--- src/rtl/reg_wb_arbiter.sv ---
// Write-back arbiter for the integer register-file write port: picks one of
// LSU/DIV/ALU per cycle (starvation-promoted fixed priority) and registers the write.
module reg_wb_arbiter #(
  parameter int XLEN         = 64,
  parameter int STARVE_LIMIT = 4
) (
  input  logic            clk,
  input  logic            rst,
  input  logic            hold,
  input  logic            lsu_valid,
  input  logic [4:0]      lsu_rd,
  input  logic [XLEN-1:0] lsu_data,
  output logic            lsu_ready,
  input  logic            div_valid,
  input  logic [4:0]      div_rd,
  input  logic [XLEN-1:0] div_data,
  output logic            div_ready,
  input  logic            alu_valid,
  input  logic [4:0]      alu_rd,
  input  logic [XLEN-1:0] alu_data,
  output logic            alu_ready,
  output logic            rf_we,
  output logic [4:0]      rf_waddr,
  output logic [XLEN-1:0] rf_wdata,
  output logic [1:0]      grant_id
);

  localparam logic [3:0] LIMIT = 4'(STARVE_LIMIT);

  logic [3:0]      wait_lsu, wait_div, wait_alu;
  logic [2:0]      valid_vec, promoted, grant;
  logic [4:0]      sel_rd;
  logic [XLEN-1:0] sel_data;
  logic [1:0]      sel_id;
  logic            we_q;
  logic [4:0]      waddr_q;
  logic [XLEN-1:0] wdata_q;
  logic [1:0]      gid_q;

  function automatic logic [2:0] pick_first(input logic [2:0] m);
    if (m[0])      return 3'b001;
    else if (m[1]) return 3'b010;
    else if (m[2]) return 3'b100;
    else           return 3'b000;
  endfunction

  function automatic logic [3:0] next_wait(input logic [3:0] cnt, input logic v,
                                           input logic g, input logic h);
    if (!v || g)         return 4'd0;
    else if (h)          return cnt;
    else if (cnt < LIMIT) return cnt + 4'd1;
    else                 return cnt;
  endfunction

  assign valid_vec = {alu_valid, div_valid, lsu_valid};
  assign promoted  = valid_vec & {wait_alu == LIMIT, wait_div == LIMIT, wait_lsu == LIMIT};

  // Promoted requesters take precedence; base order LSU > DIV > ALU breaks ties.
  always_comb begin
    grant = 3'b000;
    if (!rst && !hold) begin
      if (|promoted) grant = pick_first(promoted);
      else           grant = pick_first(valid_vec);
    end
  end

  assign lsu_ready = grant[0];
  assign div_ready = grant[1];
  assign alu_ready = grant[2];

  always_comb begin
    sel_rd   = 5'd0;
    sel_data = '0;
    sel_id   = 2'd0;
    if (grant[0]) begin
      sel_rd = lsu_rd; sel_data = lsu_data; sel_id = 2'd1;
    end else if (grant[1]) begin
      sel_rd = div_rd; sel_data = div_data; sel_id = 2'd2;
    end else if (grant[2]) begin
      sel_rd = alu_rd; sel_data = alu_data; sel_id = 2'd3;
    end
  end

  always_ff @(posedge clk) begin
    if (rst) begin
      wait_lsu <= 4'd0;
      wait_div <= 4'd0;
      wait_alu <= 4'd0;
    end else begin
      wait_lsu <= next_wait(wait_lsu, lsu_valid, grant[0], hold);
      wait_div <= next_wait(wait_div, div_valid, grant[1], hold);
      wait_alu <= next_wait(wait_alu, alu_valid, grant[2], hold);
    end
  end

  // A write to x0 still completes the handshake and reports its source, but leaves addr/data alone.
  always_ff @(posedge clk) begin
    if (rst) begin
      we_q    <= 1'b0;
      waddr_q <= 5'd0;
      wdata_q <= '0;
      gid_q   <= 2'd0;
    end else if (|grant) begin
      gid_q <= sel_id;
      we_q  <= (sel_rd != 5'd0);
      if (sel_rd != 5'd0) begin
        waddr_q <= sel_rd;
        wdata_q <= sel_data;
      end
    end else begin
      we_q  <= 1'b0;
      gid_q <= 2'd0;
    end
  end

  // Reset masks the registered write immediately so a write registered just before reset is dropped.
  assign rf_we    = we_q & ~rst;
  assign rf_waddr = rst ? 5'd0 : waddr_q;
  assign rf_wdata = rst ? '0 : wdata_q;
  assign grant_id = rst ? 2'd0 : gid_q;

endmodule

--- config.mk ---
export PLATFORM = sky130hd
export DESIGN_NAME = reg_wb_arbiter
export DESIGN_NICKNAME = d
export VERILOG_FILES = /design/src/rtl/reg_wb_arbiter.sv
export SDC_FILE = /design/constraint.sdc
export NUM_CORES = 1
export LEC_CHECK = 0
export CAP_MARGIN = 10
export CELL_PAD_IN_SITES_DETAIL_PLACEMENT = 1
export CELL_PAD_IN_SITES_GLOBAL_PLACEMENT = 2
export CORE_MARGIN = 3
export CORE_UTILIZATION = 20
export DETAILED_ROUTE_END_ITERATION = 10
export PLACE_DENSITY_LB_ADDON = 0.05
export SLEW_MARGIN = 20
export SYNTH_ARGS = -nofsm -noshare
export SYNTH_HDL_FRONTEND = slang
export SYNTH_SLANG_ARGS = --single-unit
--- constraint.sdc ---
create_clock -name clk -period 2.6 [get_ports clk]
set_input_delay 0.39 -clock clk [delete_from_list [all_inputs] [get_ports clk]]
set_output_delay 0.39 -clock clk [all_outputs]
set_load 0.01 [all_outputs]
Yosys cells after proc, flatten, opt, wreduce, memory -nomap -nowiden --
Index checks and enable logic that the tools add are counted.
Operators by class: $add $sub $neg 3, magnitude comparators 3, eq/ne operators 3, mux-type cells 20, bitwise gates (word level) 5, reductions and logical operators 21
Operator list (count):
- 2-to-1 mux 64 bit | 4
- 2-to-1 mux 3 bit | 8
- 2-to-1 mux 5 bit | 4
- adder 4 x 1 -> 4 bit, second input constant | 3
- == test 4 x 3 -> 1 bit, second input constant | 3
- < comparator 4 x 3 -> 1 bit, second input constant | 3
- OR reduction 3 bit | 3
- AND reduction 2 bit | 4
- OR reduction 2 bit | 4
- 2-to-1 mux 2 bit | 3
- zero test 1 bit | 5
- nonzero test 5 bit | 1
- bitwise AND 3 bit | 1
- logical OR 1 bit | 3
- NOT 1 bit | 3
- bitwise AND 1 bit | 1
- logical AND 1 bit | 1
- 2-to-1 mux 1 bit | 1
Storage, ports and cells: flip-flop bits (word level) 84

Longest topological paths before layout --
Gate-level depths: netlist of the first run.
depth in word-level cells 12, mapped depth 11, gate-level depth less buffers 8

Worst setup path after synthesis of the first run --
No wires, ideal clock.
kind reg2reg, from register wait_div[0], to register wdata_q[0], setup time 0.121 ns, arrival time 2.186 ns, path slack 0.293 ns, stages on the path, launching flop included 12, path buffers 3, clock period less this slack 2.307 ns, cells stage by stage dfxtp_1 -> inv_1 -> ha_1 -> nand4b_1 -> a21bo_2 -> and2_1 -> buf_2 -> a22oi_4 -> nand3_2 -> buf_6 -> buf_6 -> mux2_4
On the way: longest elaborated chain between the ends 11
Ends and longest elaborated chain:
- start: declaration | line 30 | logic [3:0] wait_lsu, wait_div, wait_alu;
- start signal: assignment | line 91 | wait_div <= next_wait(wait_div, div_valid, grant[1], hold);
- == test 4 x 3 -> 1 bit * | line 56 | assign promoted = valid_vec & {wait_alu == LIMIT, wait_div == LIMIT, wait_lsu == LIMIT};
- bitwise AND 3 bit * | line 56
- 2-to-1 mux 3 bit | line 42 | else if (m[1]) return 3'b010;
- 2-to-1 mux 3 bit | line 41 | if (m[0]) return 3'b001;
- 2-to-1 mux 3 bit * | line 62 | if (|promoted) grant = pick_first(promoted);
- 2-to-1 mux 3 bit * | line 61 | if (!rst && !hold) begin
- 2-to-1 mux 5 bit | line 79 | end else if (grant[2]) begin
- 2-to-1 mux 5 bit | line 77 | end else if (grant[1]) begin
- 2-to-1 mux 5 bit | line 75 | if (grant[0]) begin
- nonzero test 5 bit | line 106 | if (sel_rd != 5'd0) begin
- AND reduction 2 bit (no source line)
- end signal: assignment | line 108 | wdata_q <= sel_data;
- end: declaration | line 37 | logic [XLEN-1:0] wdata_q;
Mark *: on every way between the ends. The rest lies on a longest branch, timed or not. A chain may end at the register's enable or synchronous reset.

Worst setup path in the final report of the first run --
from register wait_alu[0], to output lsu_ready
On the way: longest elaborated chain between the ends 5
Ends and longest elaborated chain:
- start: declaration | line 30
- start signal: assignment | line 92 | wait_alu <= next_wait(wait_alu, alu_valid, grant[2], hold);
- == test 4 x 3 -> 1 bit | line 56
- bitwise AND 3 bit | line 56
- OR reduction 3 bit | line 62
- 2-to-1 mux 3 bit | line 62
- 2-to-1 mux 3 bit | line 61
- end: declaration | line 13 | output logic lsu_ready,
Every way passes these cells.

==> results of run 1 <==
==> final timing paths <==
check / slack [ns] / depth (start not counted) / end
setup / recovery: 0.19 / 9 / lsu_ready
hold / removal: 0.45 / 2 / wait_lsu[3]
setup reg to reg: 0.22 / 9 / wdata_q[18]
hold reg to reg: 0.45 / 2 / wait_lsu[3]
==> cell families (layout without fill, tap and decap cells) <==
| group | after synthesis | in the layout | synth area share [%] |
|---|---|---|---|
| DFF | 84 | 84 | 35.3 |
| buffers and inverters | 48 | 341 | 4.86 |
| adders and majority gates | 6 | 6 | 1.58 |
| AOI/OAI and AO/OA | 83 | 83 | 13.3 |
| and+or+nand+nor | 246 | 246 | 24.8 |
| muxes | 67 | 67 | 19.6 |
| xor gates and xnor gates | 3 | 3 | 0.552 |
==> final cells by class <==
class | count | area (sq um) | share of cell area [%]
inverters | 9 | 33.8 | 0.401
multi-input cells | 405 | 2880 | 34.2
flip-flops and latches | 84 | 1680 | 20.0
clock inverters | 3 | 42.5 | 0.505
well taps | 313 | 392 | 4.65
clock buffers | 13 | 280 | 3.33
repair buffers | 316 | 3110 | 37.0
==> power by group <==
group / switching [mW] / internal (mW) / total [mW]
combinational: 0.258 / 0.471 / 0.729
clock: 0.531 / 0.848 / 1.38
sequential: 0.0106 / 1.33 / 1.34
total: 0.800 / 2.65 / 3.45
==> metal layers <==
| layer | global-route usage (%) | vias up | share of wire (%) |
|---|---|---|---|
| met5 | 0 | - | 0 |
| met4 | 3.79 | 0 | 1.0 |
| met3 | 4.36 | 10 | 6.4 |
| met2 | 26.3 | 163 | 50 |
| met1 | 17.7 | 2223 | 42 |
| li1 | - | 2421 | - |
==> registers in the layout (all words and copies together), names as in the netlist <==
signal,count
wait_lsu,4
waddr_q,5
wait_div,4
we_q,1
wait_alu,4
wdata_q,64
gid_q,2
==> critical path, delay by kind of cell (launching register included) <==
| kind | cells | cell delay (ns) |
|---|---|---|
| fa+ha+maj | 1 | 0.21 |
| simple gates | 2 | 0.30 |
| buf+inv | 5 | 0.70 |
| flops | 1 | 0.37 |
| compound gates | 1 | 0.08 |
==> metrics by stage <==
step	TNS (ns)	power, mW	hold slack, ns	instance area, sq um	setup WS [ns]
detailed placement	-3.59	2.11	0.445	8070	-0.109
finish	0	3.45	0.447	8420	0.194
global route	0	3.63	0.474	8420	0.00148
global placement	-1.46	2.10	0.428	8070	-0.0652
floorplan	0	1.64	0.416	4760	0.293
CTS	0	3.52	0.452	8410	0.118
==> placed cells by master (no fill, tap or decap), types with 2 or more instances in the layout <==
cell type,count
a21oi_1,3
a22oi_1,68
and2_4,2
buf_12,2
buf_4,26
clkbuf_16,9
clkbuf_8,4
clkdlybuf4s50_1,283
dfxtp_1,84
dlygate4sd2_1,2
ha_1,6
inv_1,9
mux2_1,5
mux2_2,10
mux2_4,49
mux2i_1,3
nand2_1,135
nand3_1,3
nand4_1,4
nand4b_1,2
nor2_1,13
nor2b_1,73
nor3_1,3
nor3_2,2
o211ai_1,4
o41ai_1,2
or2_2,2
or3b_2,3
xnor2_1,3
==> what timing repair did <==
| item | CTS | global route |
|---|---|---|
| gates resized for setup | 6 | 3 |
| pin swaps | 1 | 0 |
| setup buffers | 2 | 0 |
| setup endpoints to repair | 3 | 27 |
| endpoints found under the hold margin | 0 | 0 |
| hold buffers | 0 | 0 |
==> metrics, run 1 <==
most used flip-flop cell after synthesis dfxtp_1; hpwl dp 15,200 um; via count 4,817; ranking of synthesized cells by area dfxtp_1 35%, mux2_4 15%, a22oi_1 11%; IO Count 288; Max Clock Freq between 0.4 and 0.5 GHz; first-pass GRT wire length 30,200 um; share of layout cells above drive strength 1 between 10% and 20%; Crit path top cell by count buf_4; Critical Path Sink Type output port; CP max stage cell dfxtp_1; core area 23,100 sq um; ys async rst share 0%; launch point of the worst hold path wait_lsu[3]; Hold WC Path Type register to register; top-area cell type share of the netlist area about a third; layout net count 1,044; syn nets 756; H-tree levels 3; initial core utilization 20.7%; clk slew on worst S/H paths 0.07 ns; worst-path cell chain inv_1 -> ha_1 -> nand4b_1 -> buf_4 -> a31oi_1 -> nor3_2 -> buf_4 -> buf_4 -> clkdlybuf4s15_1; Final Wtd Congestion 0.775; slew margin rel. 62.2%; grt ovf 0; most frequent cell after synthesis nand2_1; vias in the first global route 5,235; max-slew violations 0; drt pass-1 iters 4; post-synthesis register bit count 84; fin crit period 2.41 ns; Reg-to-Reg Start wait_div[0]; Via density 4.21; Cells after Synth 537; Period Utilization, post-route between 90 and 100%; ANT nets after route 0; Worst Max-Slew Pin Slew 0.567 ns; Die Wd 160 um; worst clock skew around 0.0088 ns; P per Cell Area ~400 nW/um^2; antenna violations before repair 0; # port buffers 287; placed insts 1,125; chip height 160 um; synth unique cells 36; Synthesis Warnings 0; Max FO, Critical Path 3; Post-Syn Area 4760 sq um; synth-to-layout area growth 76.7%; max-capacitance violation count 0; CP Launch Type register; Pleak 3.44 nW; Final setup viols 0; Clock Tree Buf Depth 2; CTS tree built; RSZ-0062 raised after global routing no; final hold violations 0; Sink Count between 80 and 90; row count 55; die area approximately 26,000 sq um; register area share after synthesis 35.3%; Layout fillers 2,650; Peak VDD IR 0.000239 V; CP Data Arrival Time 2.02 ns; pin count of the biggest net entering global routing 46; Avg Inst Size Synth 8.87 sq um; Worst-Skew Late Latency 0.34 ns; total wire length about 20,000 um; Crit path largest cell delay 0.37 ns; Post-synth EDFFs 0; WS Path Type register to output port; Diodes inserted 0; non-filler cells in the finished layout between 1,000 and 1,500; Worst Path Required 2.21 ns; 1st-iter DRT viols 132; CTS Root Cell clkbuf_16; overall routing resource usage 14.9%; CTS buffer count 9; synth cell count leaders 135 x nand2_1, 84 x dfxtp_1, 73 x nor2b_1; wire per inst 17.1 um; Synth area leader dfxtp_1; # DRC 0; post-layout util a little over a third; status finished clean; critical path startpoint wait_alu[0]
Note: power is estimated with default switching activity, not from simulation.
==> run 2: changes to the inputs <==
SKIP_CTS_REPAIR_TIMING = 1   (was not set)
==> run 2 against run 1 <==
Sequential share of layout area is essentially flat. Sequential power about the same. Worst hold slack hardly changed. Global-route usage is the same. Final cell count hardly changed. Cell area barely moved. Critical endpoint is now wdata_q[18]. Highest routed layer unchanged.
==> metrics, run 2 (synthesis results as in run 1) <==
status finished clean (unchanged); Pleak 3.48 nW (was 3.44 nW); ANT nets after route 0 (unchanged); synth-to-layout area growth 76.6% (was 76.7%); Max FO, Critical Path 45 (was 3); flop2flop setup slack 0.23 ns (was 0.22 ns); Reg-to-Reg End wdata_q[18] (unchanged); Worst Path Buf+Inv 2 (was 5); final hold violations 0 (unchanged); hold_ws 0.447 ns (about the same); die area 25,700 sq um (unchanged); pin count of the biggest net entering global routing 46 (unchanged); Final setup viols 0 (unchanged); Worst Path Required 2.83 ns (was 2.21 ns); max-slew violations 0 (unchanged); Via density 4.23 (was 4.21); Diodes inserted 0 (unchanged); TNS Setup 0 ns (unchanged); CTS tree built (unchanged); slew margin rel. 64.4% (was 62.2%); Max Clock Freq 0.423 GHz (was 0.416 GHz); CTS buffer count 9 (unchanged); Peak VDD IR 0.000239 V (about the same); IO Count 288 (unchanged); clk slew on worst S/H paths 0.07 ns (about the same); Worst-Skew Late Latency 0.34 ns (about the same); number of flip-flops in the largest register 64 (unchanged); initial core utilization 20.7% (unchanged); layout net count 1,043 (was 1,044); worst-path cell chain inv_1 -> ha_1 -> nand4b_1 -> a21bo_2 -> and2_4 -> buf_4 -> a22oi_1 -> nand2_1 -> mux2_4 (was inv_1 -> ha_1 -> nand4b_1 -> buf_4 -> a31oi_1 -> nor3_2 -> buf_4 -> buf_4 -> clkdlybuf4s15_1); chip height 160 um (unchanged); 1st-iter DRT viols 128 (was 132); core area 23,100 sq um (unchanged); CP Data Arrival Time 2.59 ns (was 2.02 ns); CTS Root Cell clkbuf_16 (unchanged); most common cell after layout, fill and taps aside clkdlybuf4s50_1 (unchanged); dpl ws -0.109 ns (unchanged); drt pass-1 iters 4 (unchanged); RSZ-0062 raised after global routing no (unchanged); P per Cell Area 410 nW/um^2 (about the same); # DRC 0 (unchanged); Die Wd 160 um (unchanged); hold-critical path depth 2 (unchanged); fin crit period 2.37 ns (was 2.41 ns); CP max stage cell dfxtp_1 (unchanged); Crit path largest cell delay 0.38 ns (was 0.37 ns); first-pass GRT wire length 30,200 um (unchanged); Period Utilization, post-route 91.0% (was 92.5%); commonest non-fill, non-tap cells in the layout 283 x clkdlybuf4s50_1, 135 x nand2_1, 84 x dfxtp_1 (unchanged); Reg-to-Reg Start wait_div[0] (unchanged); Final Wtd Congestion 0.775 (unchanged); critical path startpoint wait_div[0] (was wait_alu[0]); vias in the first global route 5,236 (was 5,235); launch point of the worst hold path wait_lsu[3] (unchanged); wire per inst 17.0 um (was 17.1 um); H-tree levels 3 (unchanged); max-capacitance violation count 0 (unchanged); Worst Max-Slew Pin Slew 0.534 ns (was 0.567 ns); CP Launch Type register (unchanged); Biggest register wdata_q (unchanged); antenna violations before repair 0 (unchanged); WS Path Type register to register (was register to output port); via count 4,827 (was 4,817); grt ovf 0 (unchanged); Hold WC Path Type register to register (unchanged); # port buffers 287 (unchanged); Sink Count 84 (unchanged); hpwl dp 15,200 um (unchanged); Critical Path Sink Type register (was output port); Hold EP wait_lsu[3] (unchanged); share of layout cells above drive strength 1 14.0% (was 14.2%); Worst R2R Path Depth 9 (unchanged); top flop regs wdata_q (64), waddr_q (5) (unchanged); total wire length 19,400 um (was 19,500 um); overall routing resource usage 14.9% (unchanged); row count 55 (unchanged); Clock Tree Buf Depth 2 (unchanged); post-route setup slack 0.234 ns (was 0.194 ns); worst clock skew 0.00899 ns (was 0.00878 ns); cell family with most CP delay compound AO/OA/AOI/OAI gates (was buffers and inverters)
[run 2: changes by cell type in the layout (fill, tap and decap cells not counted)]
cell / previous run / this run
o21ai_2: 1 / 0
dlymetal6s2s_1: 0 / 3
clkdlybuf4s15_1: 1 / 0
buf_6: 1 / 0
o21ai_1: 0 / 1
dlygate4sd2_1: 2 / 0
[run 2: routing by layer]
metal  vias to the layer above  wire length, um  global-route usage (%)
met5                         -                0                       0
met4                         0              233                    3.98
met2                       164             9760                    26.2
li1                       2418                -                       -
met3                        12             1220                    4.41
met1                      2233             8220                    17.8
[run 2: worst reg2reg max path: cells and delay by family (launching register included)]
family          cells  cell delay (ns)
fa+ha+maj           1             0.20
compound gates      2             0.66
simple gates        3             0.44
mux                 1             0.26
buf+inv             2             0.33
flops               1             0.38
[run 2: where the power goes]
part	total [mW]	switching, mW	internal, mW	leakage [nW]
clock	1.38	0.530	0.848	0.158
sequential	1.34	0.0106	1.33	0.681
combinational	0.727	0.257	0.470	2.64
[run 2: through the flow]
step,std cells,util [%],cell area [sq um],power [mW]
after floorplan,537,-,4760,1.64
after global placement,1125,35.0,8070,2.10
after detailed placement,1125,35.0,8070,2.11
after CTS,1141,36.4,8390,3.52
after global routing,1142,36.5,8410,3.63
final,1142,36.5,8410,3.45
[run 2: worst max-delay path by stage]
stage / endpoint / cells past startpoint
finish: wdata_q[18] / 9
global placement: lsu_ready / 6
global route: wdata_q[48] / 11
floorplan: wdata_q[0] / 11
detailed placement: wdata_q[48] / 8
CTS: lsu_ready / 8
[run 2: cell type report]
class | count | area, sq um
fill | 2646 | 14600
clock buffer | 13 | 280
multi-input combinational | 405 | 2870
tap | 313 | 392
timing repair buffer | 315 | 3110
sequential | 84 | 1680
inverter | 9 | 33.8
clock inverter | 3 | 42.5
==> run 3: changes to the inputs <==
CTS_CLUSTER_DIAMETER = 50   (was not set)
==> results of run 3 <==
Same layout as run 2: the final DEF is identical, and so are final timing and power.
